--- src/rtl/serial_add_tree.sv ---
// Bit-serial adder tree: NOPS operands serialized LSB first through a tree of full adders.
// Optional saturation of the result is enabled by defining SERIAL_SAT_EN.
module serial_add_tree #(
    parameter int unsigned WIDTH = 8,
    parameter int unsigned NOPS  = 4
) (
    input  logic                  clk,
    input  logic                  rst,
    input  logic                  in_valid,
    output logic                  in_ready,
    input  logic [NOPS*WIDTH-1:0] ops,
    input  logic                  sgn,
    output logic                  out_valid,
    input  logic                  out_ready,
    output logic [WIDTH-1:0]      sum,
    output logic                  ovf
);

    localparam int unsigned LEVELS = $clog2(NOPS);
    localparam int unsigned SW     = WIDTH + LEVELS;
    localparam int unsigned LAST   = WIDTH + 2 * LEVELS;
    localparam int unsigned CW     = $clog2(LAST + 1);

    typedef enum logic [1:0] {IDLE, SHIFT, DONE} state_t;

    state_t          state;
    logic [CW-1:0]   cnt;
    logic [SW-1:0]   ser [NOPS];
    logic [NOPS-1:1] sbit;
    logic [NOPS-1:1] carry;
    logic [SW-1:0]   acc;
    logic            sgn_q;

    // Heap-ordered tree nodes: 1 is the root, NOPS..2*NOPS-1 are the serializer outputs.
    logic [2*NOPS-1:1] node;
    always_comb begin
        node = '0;
        for (int unsigned i = 1; i < NOPS; i++) node[i] = sbit[i];
        for (int unsigned i = 0; i < NOPS; i++) node[NOPS+i] = ser[i][0];
    end

    // Range check and wrap/saturate of the exact sum collected from the root.
    logic [WIDTH-1:0] sum_c;
    logic             ovf_c;
    always_comb begin
        logic [LEVELS:0] hi;
        hi = acc[SW-1:WIDTH-1];
        if (sgn_q) ovf_c = !((&hi) || !(|hi));
        else       ovf_c = |acc[SW-1:WIDTH];
        sum_c = acc[WIDTH-1:0];
`ifdef SERIAL_SAT_EN
        if (ovf_c) begin
            if (!sgn_q)          sum_c = '1;
            else if (acc[SW-1])  sum_c = {1'b1, {(WIDTH-1){1'b0}}};
            else                 sum_c = {1'b0, {(WIDTH-1){1'b1}}};
        end
`endif
    end

    always_ff @(posedge clk) begin
        if (rst) begin
            state     <= IDLE;
            in_ready  <= 1'b1;
            out_valid <= 1'b0;
            sum       <= '0;
            ovf       <= 1'b0;
            cnt       <= '0;
            sgn_q     <= 1'b0;
            sbit      <= '0;
            carry     <= '0;
            acc       <= '0;
            for (int unsigned i = 0; i < NOPS; i++) ser[i] <= '0;
        end else begin
            case (state)
                IDLE: begin
                    if (in_valid) begin
                        for (int unsigned i = 0; i < NOPS; i++)
                            ser[i] <= {{LEVELS{sgn & ops[i*WIDTH+WIDTH-1]}}, ops[i*WIDTH +: WIDTH]};
                        sgn_q    <= sgn;
                        sbit     <= '0;
                        carry    <= '0;
                        acc      <= '0;
                        cnt      <= '0;
                        in_ready <= 1'b0;
                        state    <= SHIFT;
                    end
                end
                SHIFT: begin
                    // Arithmetic shift keeps emitting the extension bit once the operand is exhausted.
                    for (int unsigned i = 0; i < NOPS; i++)
                        ser[i] <= {ser[i][SW-1], ser[i][SW-1:1]};
                    for (int unsigned i = 1; i < NOPS; i++) begin
                        sbit[i]  <= node[2*i] ^ node[2*i+1] ^ carry[i];
                        carry[i] <= (node[2*i] & node[2*i+1]) | (node[2*i] & carry[i]) |
                                    (node[2*i+1] & carry[i]);
                    end
                    acc <= {node[1], acc[SW-1:1]};
                    cnt <= cnt + CW'(1);
                    if (cnt == CW'(LAST)) begin
                        sum       <= sum_c;
                        ovf       <= ovf_c;
                        out_valid <= 1'b1;
                        state     <= DONE;
                    end
                end
                DONE: begin
                    if (out_ready) begin
                        out_valid <= 1'b0;
                        in_ready  <= 1'b1;
                        state     <= IDLE;
                    end
                end
                default: begin
                    state     <= IDLE;
                    in_ready  <= 1'b1;
                    out_valid <= 1'b0;
                end
            endcase
        end
    end

endmodule

--- config.mk ---
export PLATFORM = sky130hd
export DESIGN_NAME = serial_add_tree
export DESIGN_NICKNAME = d
export VERILOG_FILES = /design/src/rtl/serial_add_tree.sv
export SDC_FILE = /design/constraint.sdc
export NUM_CORES = 1
export LEC_CHECK = 0
export ABC_AREA = 1
export CAP_MARGIN = 20
export CORE_MARGIN = 4
export CORE_UTILIZATION = 30
export DETAILED_ROUTE_END_ITERATION = 7
export PLACE_DENSITY_LB_ADDON = 0.12
export SLEW_MARGIN = 0
export SYNTH_ARGS = -nofsm -noshare
export SYNTH_HDL_FRONTEND = slang
export SYNTH_SLANG_ARGS = --single-unit
--- constraint.sdc ---
create_clock -name clk -period 1.7 [get_ports clk]
set_clock_uncertainty 0.1 [all_clocks]
set_input_delay 0.34 -clock clk [delete_from_list [all_inputs] [get_ports clk]]
set_output_delay 0.34 -clock clk [all_outputs]
set_load 0.02 [all_outputs]
Word level (Yosys, flattened, before mapping)
Memories as Yosys holds them, arrays and structs flattened.
Index checks and enable logic that the tools add are counted.
Storage, ports and cells
  bits in writable memories: 40
  memories kept: 1
  flip-flop bits (word level): 34
  output and inout port bits: 11
  input port bits: 37
  word-level logic and storage cells: 102
Memory list
  ser: depth 4, bits a word 10, rd ports 4, clocked after Yosys merged registers in 0, wr ports 4, RTL line 28  | logic [SW-1:0] ser [NOPS];
Operators by class
  bitwise logic cells: 35
  reductions and logical operators: 14
  $add $sub $neg: 1
  mux-type cells: 35
  equality and inequality tests: 6
Operators by type and width (count)
  10-bit 2-to-1 mux: 9
  10-bit one-hot mux with 2 select lines: 1
  1-bit 2-to-1 mux: 14
  1-bit OR: 14
  1-bit bitwise AND: 13
  3-bit one-hot mux with 2 select lines: 2
  3-bit AND reduction: 4
  4-bit one-hot mux with 2 select lines: 1
  2-bit 2-to-1 mux: 3
  2-bit inequality test, second input constant: 3
  1-bit one-hot mux with 3 select lines: 2
  2-bit one-hot mux with 3 select lines: 1
  2-bit AND reduction: 3
  1-bit XOR: 6
  4-bit by 1-bit adder with 4-bit output, second input constant: 1
  4-bit equality test, second input constant: 1
  4-bit 2-to-1 mux: 1
  3-bit 2-to-1 mux: 1
  3-bit OR reduction: 1
  2-bit by 1-bit equality test with 1-bit output, second input constant: 1
  2-bit equality test, second input constant: 1
  1-bit zero test: 2
  2-bit zero test: 1
  1-bit inverter: 2
  other kinds (3): 3

Depth between registers and ports, before layout
Gate-level depths: netlist of the first run.
  word-level depth: 6
  depth in mapped cells: 8
  gate-level depth less buffers: 7

Worst setup path before layout of the first run
OpenSTA, ideal clock, no wires.
  path type: in2reg
  start: in rst
  end: mem ser[0][0] (netlist name), enable pin
  setup slack: 358 ps
  arrival time: 933 ps
  setup time: 309 ps
  required time: 1291 ps
  cell stages on the path: 3
  path buffers: 1
  path through: inv_2 > clkbuf_1 > nand2_1
RTL lines
  from (decl): RTL line 8  | input logic rst,
  to (decl): RTL line 28

Worst setup path after layout of the first run
  start: reg cnt[0]
  end: reg sum[4]
Between the ends
  longest elaborated chain between the ends: 2
Ends and longest elaborated chain
  from (decl): RTL line 27  | logic [CW-1:0] cnt;
  from (signal assigned): RTL line 98  | cnt <= cnt + CW'(1);
  4-bit equality test: RTL line 99  | if (cnt == CW'(LAST)) begin
  2-bit AND reduction (no source line)
  to (signal assigned): RTL line 100  | sum <= sum_c;
  to (decl): RTL line 15  | output logic [WIDTH-1:0] sum,
Every way passes these cells.
A chain may end at the register's enable or synchronous reset.

==> run_results.csv, run 1 <==
group,metric,value,unit
status,status,"complete, no violations",
place,dpl_cell_area,0.00383,mm2
die,die_y,108,um
clock_network,root_buffer,"clkbuf_8",
die,fp-row-count,36,
global_routing,grt_pass1_wl,10900,um
worst_setup_path,crit_fanout,17,
clock_network,cts.sinks,72,
clock_network,cts_tree,"done",
timing,slew_headroom,74.9,%
power_and_ir_drop,powerDensity,991,mW/mm2
place,pre_cts_ws,-0.125,ns
finish,final_cell_mix,"146 x nand2_1, 38 x edfxtp_1, 36 x clkdlybuf4s50_1",
drt,drt_first_pass_iters,4,
finish,register_area,0.00182,mm2
drt,drtIter0Drc,122,
global_routing,grt_overflow,0,
place,portBuffers,47,
clock_network,insertion_delay,0.35,ns
clock_network,cts_inserted_buffers,9,
die,die-width,108,um
worst_setup_path,reg2reg_to,"sum[4]",
worst_setup_path,cp_cell_sequence,"inv_1, ha_1, nand3_1, nor2_4, nand2_1, nand2_1, nor2_1",
worst_setup_path,reg2reg_depth,7,
worst_setup_path,critPathLaunchType,"register",
global_routing,grt_antenna_before_repair,0,
logic_synthesis,postSynthAreaPerCell,8.83,um2
drt,ant_nets,0,
drt,drc,0,
timing,drv_slew,0,
worst_setup_path,cpMaxStageDelayCell,"dfxtp_1",
hold_path,hp-start,"in_ready",
worst_setup_path,cpPeakStageDelay,0.34,ns
timing,hold_viol_final,0,
clock_network,h-tree-depth,3,
clock_network,clockBufferDepth,2,
finish,final_area,0.00405,mm2
global_routing,grt_pass1_vias,2298,
logic_synthesis,synthCells,342,
worst_setup_path,reg2reg_slack,0.21,ns
timing,holdWs,0.350,ns
finish,final_layout_size_suffix_gt1_share,10.7,%
worst_setup_path,arrival,1.63,ns
timing,setup_ws,0.214,ns
logic_synthesis,synthesis.area,0.00302,mm2
timing,finalSetupViolations,0,
finish,diodes,0,
drt,wire_per_inst,12.1,um
drt,vias,2331,
hold_path,hold_path_class,"reg -> reg",
hold_path,whs_endpoint,"in_ready",
global_routing,grt_max_degree,25,
timing,fmax,0.673,GHz
logic_synthesis,syn_nets,384,
worst_setup_path,crit_required,1.85,ns
logic_synthesis,yosysWarnings,0,
die,start_util,30.9,%
die,ios,48,
drt,vias_per_cell,4.28,
worst_setup_path,cpMostUsedCell,"nand2_1",
finish,syn2layout_area_growth,34.1,%
hold_path,hold-path-cell-count,2,
logic_synthesis,ys_seq_area_share,60.3,%
finish,multi_input_area,0.00103,mm2
finish,fill_cells,1015,
die,core,0.00977,mm2
timing,period_needed,1.49,ns
job,cap_violations,0,
place,post-dp-hpwl,4640,um
clock_network,cts_setup_buffers,0,
finish,mostFrequentLayoutCell,"nand2_1",
worst_setup_path,path_class,"reg -> reg",
timing,worst_pin_slew,0.376,ns
place,place_congestion,0.721,
logic_synthesis,ys_types,24,
die,dieArea,0.0117,mm2
power_and_ir_drop,p_leak,0.00176,uW
timing,rsz0062_at_grt,"no",
finish,finalNetCount,449,
drt,routed_wl,6600,um
worst_setup_path,r2r_start,"cnt[0]",
power_and_ir_drop,vdd_drop_max,0.000527,V
clock_network,path_clk_slew,0.07,ns
global_routing,track_usage,11.9,%
worst_setup_path,endpoint_kind,"register",
timing,period_share,87.4,%
logic_synthesis,synth-seq-cells,72,
-- final cells by class --
| cell class | count | share of cell area (%) |
|---|---|---|
| sequential | 72 | 45.0 |
| multi-input combinational | 231 | 25.5 |
| timing repair buffer | 68 | 17.3 |
| tap | 133 | 4.11 |
| clock buffer | 10 | 3.15 |
| clock inverter | 6 | 2.63 |
| inverter | 25 | 2.32 |
-- worst max-delay path by stage --
stage	start	to	slack [ns]	depth (start not counted)
finish	cnt[0]	sum[4]	0.21	7
global route	cnt[0]	sum[7]	0.04	7
CTS	cnt[0]	sum[6]	0.19	7
detailed placement	rst	ser[1][4]	-0.13	5
global placement	rst	ser[1][3]	-0.10	5
floorplan	rst	ser[0][0]	0.36	3
-- flip-flops by register name, summed over array words and instances, names as in the netlist, 2 cells and up --
register  cells
cnt           4
acc          10
carry         3
sbit          3
ser          38
sum           8
state         2
-- critical path: cells and delay by family (launching register included) --
kind / cells / cell delay [ns]
adder cells (fa/ha/maj): 1 / 0.17
buffers and inverters: 1 / 0.08
flip-flops: 1 / 0.34
AND/OR/NAND/NOR: 5 / 0.70
-- power breakdown --
part           internal (uW)  switching (uW)  total, uW
logic                    199             206        405
clock network            971             640       1610
registers               1950            40.8       2000
total                   3120             887       4010
-- repair_timing --
item / CTS / global route
gates resized for setup: 11 / 0
endpoints found under the setup margin: 11 / 0
hold buffers: 0 / 0
endpoints found under the hold margin: 0 / 0
-- Yosys cell counts --
cell type | instances | share of area (%)
o21ai_1 | 8 | 1.3
o21bai_1 | 1 | 0.25
nand2_1 | 146 | 18
a21oi_1 | 3 | 0.50
or2_2 | 1 | 0.21
nand4_1 | 1 | 0.21
inv_1 | 22 | 2.7
nor2_2 | 3 | 0.62
fa_1 | 3 | 2.0
nor2_4 | 1 | 0.37
buf_4 | 2 | 0.50
buf_2 | 10 | 1.7
nor2_1 | 27 | 3.4
ha_1 | 2 | 0.83
nor3_1 | 1 | 0.17
clkbuf_1 | 2 | 0.25
o21ai_0 | 9 | 1.5
nand2_2 | 1 | 0.21
nand3_1 | 13 | 2.2
edfxtp_1 | 38 | 38
dfxtp_1 | 34 | 23
o22ai_1 | 10 | 2.1
o21ai_2 | 1 | 0.29
inv_2 | 3 | 0.37
-- per-layer routing --
layer	GRT usage, %	vias up	part of all wire (%)
li1	-	1230	-
met1	14.7	1056	48
met2	19.8	38	46
met3	3.46	7	4.2
met4	4.60	0	1.3
met5	0	-	0
-- through the flow --
| step | util [%] | cells | TNS [ns] | power, uW |
|---|---|---|---|---|
| finish | 41.4 | 545 | 0 | 4010 |
| global route | 41.4 | 545 | 0 | 4190 |
| CTS | 41.4 | 545 | 0 | 4080 |
| detailed placement | 39.2 | 529 | -6.97 | 2450 |
| global placement | 39.2 | 529 | -5.23 | 2440 |
| floorplan | - | 342 | 0 | 2210 |
-- kinds of logic (layout without fill, tap and decap cells) --
logic type | count (synthesis) | after routing | synth area share (%)
compound gates | 32 | 32 | 5.92
simple gates | 194 | 194 | 25.4
buf+inv | 39 | 109 | 5.51
flops | 72 | 72 | 60.3
fa+ha+maj | 5 | 5 | 2.82
Note: power is estimated with default switching activity, not from simulation.
==> run 2, diff against run 1 <==
--- a/config.mk
+++ b/config.mk
@@ -10,6 +10,7 @@
 export CORE_MARGIN = 4
 export CORE_UTILIZATION = 30
 export DETAILED_ROUTE_END_ITERATION = 7
+export MAX_ROUTING_LAYER = met4
 export PLACE_DENSITY_LB_ADDON = 0.12
 export SLEW_MARGIN = 0
 export SYNTH_ARGS = -nofsm -noshare
==> constraint.sdc (replaced) <==
create_clock -name clk -period 1.85 [get_ports clk]
set_clock_uncertainty 0.1 [all_clocks]
set_input_delay 0.37 -clock clk [delete_from_list [all_inputs] [get_ports clk]]
set_output_delay 0.37 -clock clk [all_outputs]
set_load 0.02 [all_outputs]
==> run 2 against run 1 <==
Effect of this change:
- non-clock buffer count shrank 2
- register-to-register slack gained 0.17 ns
- via count shrank 1.5%
- total power shrank 17%
- first-iteration DRC count shrank 9.8%
- sequential cell count is the same
- critical path depth shrank 6
- sequential share of layout area grew 0.66 points
- combinational power shrank 9.6%
- worst hold slack gained 0.0011 ns
- sequential power shrank 9%
- wire length shrank 0.11%
- critical endpoint is now sum[2]
- highest routed layer unchanged
==> run_results.csv, run 2 (synthesized netlist as in run 1, its figures left out) <==
group,metric,value,unit
status,status,"complete, no violations",
clock_network,cts_tree,"done",
timing,worst_pin_slew,0.361,ns
timing,period_needed,1.75,ns
global_routing,grt_antenna_before_repair,0,
finish,final_cell_mix,"146 x nand2_1, 47 x clkdlybuf4s50_1, 38 x edfxtp_1",
worst_setup_path,cp_cell_sequence,"clkdlybuf4s50_1",
finish,fill_cells,1010,
clock_network,clockBufferDepth,2,
clock_network,root_buffer,"clkbuf_8",
die,die-width,108,um
global_routing,grt_pass1_wl,11000,um
power_and_ir_drop,vdd_drop_max,0.000434,V
timing,rsz0062_at_grt,"no",
worst_setup_path,endpoint_kind,"primary output",
clock_network,h-tree-depth,3,
die,dieArea,0.0117,mm2
finish,diodes,0,
worst_setup_path,critPathLaunchType,"register",
drt,routed_wl,6600,um
finish,fin_util,40.8,%
place,dp_cells,527,
finish,largest_reg_flops,38,
power_and_ir_drop,p_leak,0.00168,uW
die,ios,48,
drt,ant_nets,0,
timing,fmax,0.570,GHz
global_routing,grt_max_degree,25,
die,start_util,30.9,%
finish,register_area,0.00182,mm2
clock_network,cts_setup_buffers,0,
finish,top_register,"ser",
drt,drc,0,
finish,final_layout_size_suffix_gt1_share,10.3,%
die,die_y,108,um
finish,instances_no_fill,542,
timing,holdWs,0.351,ns
clock_network,cts_hold_buf,0,
clock_network,cts.sinks,72,
die,fp-row-count,36,
worst_setup_path,crit_fanout,2,
timing,drv_slew,0,
worst_setup_path,cpMaxStageDelayCell,"clkdlybuf4s50_1",
global_routing,grt_pass1_vias,2354,
timing,finalSetupViolations,0,
job,cap_violations,0,
place,post-dp-hpwl,4630,um
drt,drtIter0Drc,110,
finish,mostFrequentLayoutCell,"nand2_1",
timing,hold_viol_final,0,
drt,vias,2297,
clock_network,path_clk_slew,0.07,ns
die,core,0.00977,mm2
finish,finalNetCount,447,
worst_setup_path,cpPeakStageDelay,0.61,ns
worst_setup_path,crit_required,1.38,ns
worst_setup_path,path_class,"reg -> out",
place,place_congestion,0.759,
clock_network,cts_resized,0,
timing,period_share,94.8,%
clock_network,cts_inserted_buffers,9,
worst_setup_path,arrival,1.28,ns
timing,setup_tns,0,ns
worst_setup_path,critPathBufInv,1,
worst_setup_path,cp_top_family,"buffers and inverters",
drt,wire_per_inst,12.2,um
drt,drt_first_pass_iters,4,
global_routing,grt_overflow,0,
finish,syn2layout_area_growth,32.1,%
place,portBuffers,47,
timing,slew_headroom,75.9,%
global_routing,track_usage,12.4,%
drt,vias_per_cell,4.24,
finish,multi_input_area,0.00103,mm2
finish,reg_top3,"ser (38), acc (10), sum (8)",
clock_network,insertion_delay,0.33,ns
power_and_ir_drop,powerDensity,838,mW/mm2
hold_path,hold_path_class,"reg -> reg",
==> run 2: cell count changes in the layout (fill, tap and decap cells not counted) <==
cell             before  now
buf_4                14   12
inv_6                 1    0
bufinv_16             3    1
clkinv_1              2    1
clkdlybuf4s50_1      36   47
clkinv_2              0    3
dlygate4sd2_1        11    0
==> run 2: where the power goes <==
group / leakage, uW / switching [uW] / internal [uW]
combinational: 0.000884 / 186 / 180
sequential: 0.000703 / 36.6 / 1800
clock: 0.0000933 / 542 / 605
total: 0.00168 / 765 / 2580
==> run 2: path summary, 6_finish.rpt <==
kind	startpoint	to	slack (ns)	cells after the start
worst min register to register	in_ready	in_ready	0.35	2
worst max-delay path	sum[2]	sum[2]	0.1	1
worst min-delay path	in_ready	in_ready	0.35	2
worst max register to register	cnt[0]	sum[6]	0.38	7
==> run 2: stage by stage <==
stage	total power (uW)	setup slack (ns)	area, um2
floorplan	2030	0.478	3020
global placement	2240	0.0174	3810
detailed placement	2240	-0.00749	3810
CTS	3410	0.0646	3990
global route	3530	0.0110	3990
finish	3350	0.0958	3990
==> run 2: layout make-up <==
class	count	share of cell area, %
Clock buffer	10	3.20
Clock inverter	5	1.22
Inverter	25	2.35
Multi-Input combinational cell	231	25.9
Sequential cell	72	45.6
Tap cell	133	4.17
Timing Repair Buffer	66	17.6
==> run 2: worst register-to-register path: stages, from the launching register on <==
cell     delay (ns)
dfxtp_1        0.34
inv_1          0.08
ha_1           0.17
nand3_1        0.14
nor2_4         0.33
nand2_1        0.11
nand2_1        0.08
nor2_1         0.04
==> run 2: per-layer routing <==
metal	GRT usage (%)	vias to the layer above	wire length [um]
li1	-	1219	-
met1	14.6	1033	3140
met2	20.9	43	3230
met3	3.10	2	215
met4	4.06	0	10
met5	-	-	0
==> run 3, diff against run 2 <==
--- a/config.mk
+++ b/config.mk
@@ -8,7 +8,7 @@
 export ABC_AREA = 1
 export CAP_MARGIN = 20
 export CORE_MARGIN = 4
-export CORE_UTILIZATION = 30
+export CORE_UTILIZATION = 45
 export DETAILED_ROUTE_END_ITERATION = 7
 export MAX_ROUTING_LAYER = met4
 export PLACE_DENSITY_LB_ADDON = 0.12
==> run 3 against run 2 <==
Effect of this change:
- register-to-register slack got worse by 0.02 ns
- clock-buffer cell count up 2
- global-route usage up 3.9 points
- via count is 1.0% higher
- critical path depth stayed put
- sequential power about the same
- wire length is 9.2% lower
- first-iteration DRC count is 45% lower
- largest cell class unchanged
==> run_results.csv, run 3 (synthesized netlist as in run 1, its figures left out) <==
group,metric,value,unit
global_routing,grt_pass1_wl,10500,um
worst_setup_path,path_class,"reg -> out",
global_routing,grt_max_degree,41,
drt,drc,0,
job,cap_violations,0,
clock_network,root_buffer,"clkbuf_8",
worst_setup_path,endpoint_kind,"primary output",
timing,period_share,94.6,%
die,start_util,47.0,%
status,status,"complete, no violations",
hold_path,hold_path_class,"reg -> reg",
hold_path,hp-start,"in_ready",
timing,finalSetupViolations,0,
global_routing,grt_antenna_before_repair,0,
clock_network,cts_inserted_buffers,9,
finish,top_register,"ser",
worst_setup_path,reg2reg_to,"sum[6]",
power_and_ir_drop,powerDensity,853,mW/mm2
timing,worst_pin_slew,0.370,ns
worst_setup_path,critPathLaunchType,"register",
global_routing,grt_pass1_vias,2301,
finish,largest_reg_flops,38,
place,post-dp-hpwl,4170,um
drt,ant_nets,0,
power_and_ir_drop,p_int,2600,uW
finish,syn2layout_area_growth,30.0,%
worst_setup_path,reg2reg_depth,7,
clock_network,cts_setup_buffers,0,
finish,reg_top3,"ser (38), acc (10), sum (8)",
timing,period_needed,1.75,ns
worst_setup_path,crit_fanout,2,
clock_network,h-tree-depth,3,
finish,final_layout_size_suffix_gt1_share,9.58,%
place,portBuffers,47,
timing,slew_headroom,75.3,%
die,core,0.00642,mm2
timing,hold_viol_final,0,
die,dieArea,0.00809,mm2
drt,vias,2321,
drt,drtIter0Drc,61,
die,ios,48,
clock_network,cts_hold_buf,0,
global_routing,track_usage,16.3,%
global_routing,grt_overflow,0,
worst_setup_path,startpoint,"sum[5]",
place,pre_cts_ws,-0.00159,ns
die,die-width,89.9,um
worst_setup_path,cp_top_family,"buffers and inverters",
power_and_ir_drop,vdd_drop_max,0.000517,V
drt,wire_per_inst,12.4,um
clock_network,cts.sinks,72,
power_and_ir_drop,sequentialPowerShare,54.7,%
clock_network,cts_resized,0,
power_and_ir_drop,p_comb_share,10.9,%
timing,fmax,0.571,GHz
worst_setup_path,critPathBufInv,1,
drt,drt_first_pass_iters,4,
worst_setup_path,cpMaxStageDelayCell,"clkdlybuf4s50_1",
timing,rsz0062_at_grt,"no",
worst_setup_path,arrival,1.28,ns
timing,drv_slew,0,
hold_path,hold-path-cell-count,2,
worst_setup_path,reg2reg_slack,0.36,ns
worst_setup_path,crit_required,1.38,ns
worst_setup_path,cp_cell_sequence,"clkdlybuf4s50_1",
power_and_ir_drop,p_leak,0.00168,uW
worst_setup_path,cpPeakStageDelay,0.62,ns
drt,vias_per_cell,4.80,
power_and_ir_drop,power_frac_clock,34.4,%
place,place_congestion,0.803,
power_and_ir_drop,finalPower,3350,uW
finish,diodes,0,
hold_path,whs_endpoint,"in_ready",
finish,final_cell_mix,"146 x nand2_1, 47 x clkdlybuf4s50_1, 38 x edfxtp_1",
die,fp-row-count,29,
drt,routed_wl,5990,um
power_and_ir_drop,switching_share,22.5,%
timing,setup_ws,0.0998,ns
power_and_ir_drop,power.switching,754,uW
finish,finalNetCount,444,
worst_setup_path,r2r_start,"cnt[0]",
clock_network,cts_tree,"done",
clock_network,insertion_delay,0.33,ns
finish,mostFrequentLayoutCell,"nand2_1",
clock_network,clockBufferDepth,2,
clock_network,path_clk_slew,0.07,ns
die,die_y,89.9,um
==> run 3: changes by cell type in the layout (fill, tap and decap cells not counted) <==
cell / change
clkbuf_1: +2
buf_12: +2
clkinv_1: -1
buf_4: -5
==> run 3: cell type report <==
class                           count  area (um2)
Clock buffer                       12         135
Clock inverter                      4        45.0
Fill cell                         555        2490
Inverter                           25        93.8
Multi-Input combinational cell    231        1030
Sequential cell                    72        1820
Tap cell                           77        96.3
Timing Repair Buffer               63         703
==> run 3: layer usage <==
layer  vias to the layer above  part of all wire [%]  global-route usage, %
li1                       1216                     -                      -
met1                      1063                    47                   19.2
met2                        37                    48                   27.3
met3                         5                   3.7                   4.09
met4                         0                  0.99                   5.74
met5                         -                     0                      -
==> run 3: stage by stage <==
step | hold slack (ns) | instance area (um2) | utilization [%] | TNS [ns] | cells
2_1_floorplan | 0.329 | 3020 | - | 0 | 342
3_3_place_gp | 0.330 | 3750 | 58.3 | 0 | 468
3_5_place_dp | 0.336 | 3750 | 58.3 | -0.00159 | 468
4_1_cts | 0.355 | 3930 | 61.2 | 0 | 484
5_1_grt | 0.388 | 3930 | 61.2 | 0 | 484
6_report | 0.351 | 3930 | 61.2 | 0 | 484
==> run 3: worst max-delay path by stage <==
stage,slack [ns],cells after the start,end
after floorplan,0.48,3,ser[0][0]
after global placement,0.05,8,ser[1][8]
after detailed placement,-0.002,8,ser[1][8]
after CTS,0.08,1,sum[5]
after global routing,0.04,1,sum[5]
final,0.1,1,sum[5]
==> run 3: power groups by stage <==
stage               Combinational, uW  Clock, uW  Sequential (uW)
floorplan                         169          0             1860
global placement                  364          0             1870
detailed placement                370          0             1870
CTS                               372       1180             1830
global route                      408       1270             1840
finish                            366       1150             1830
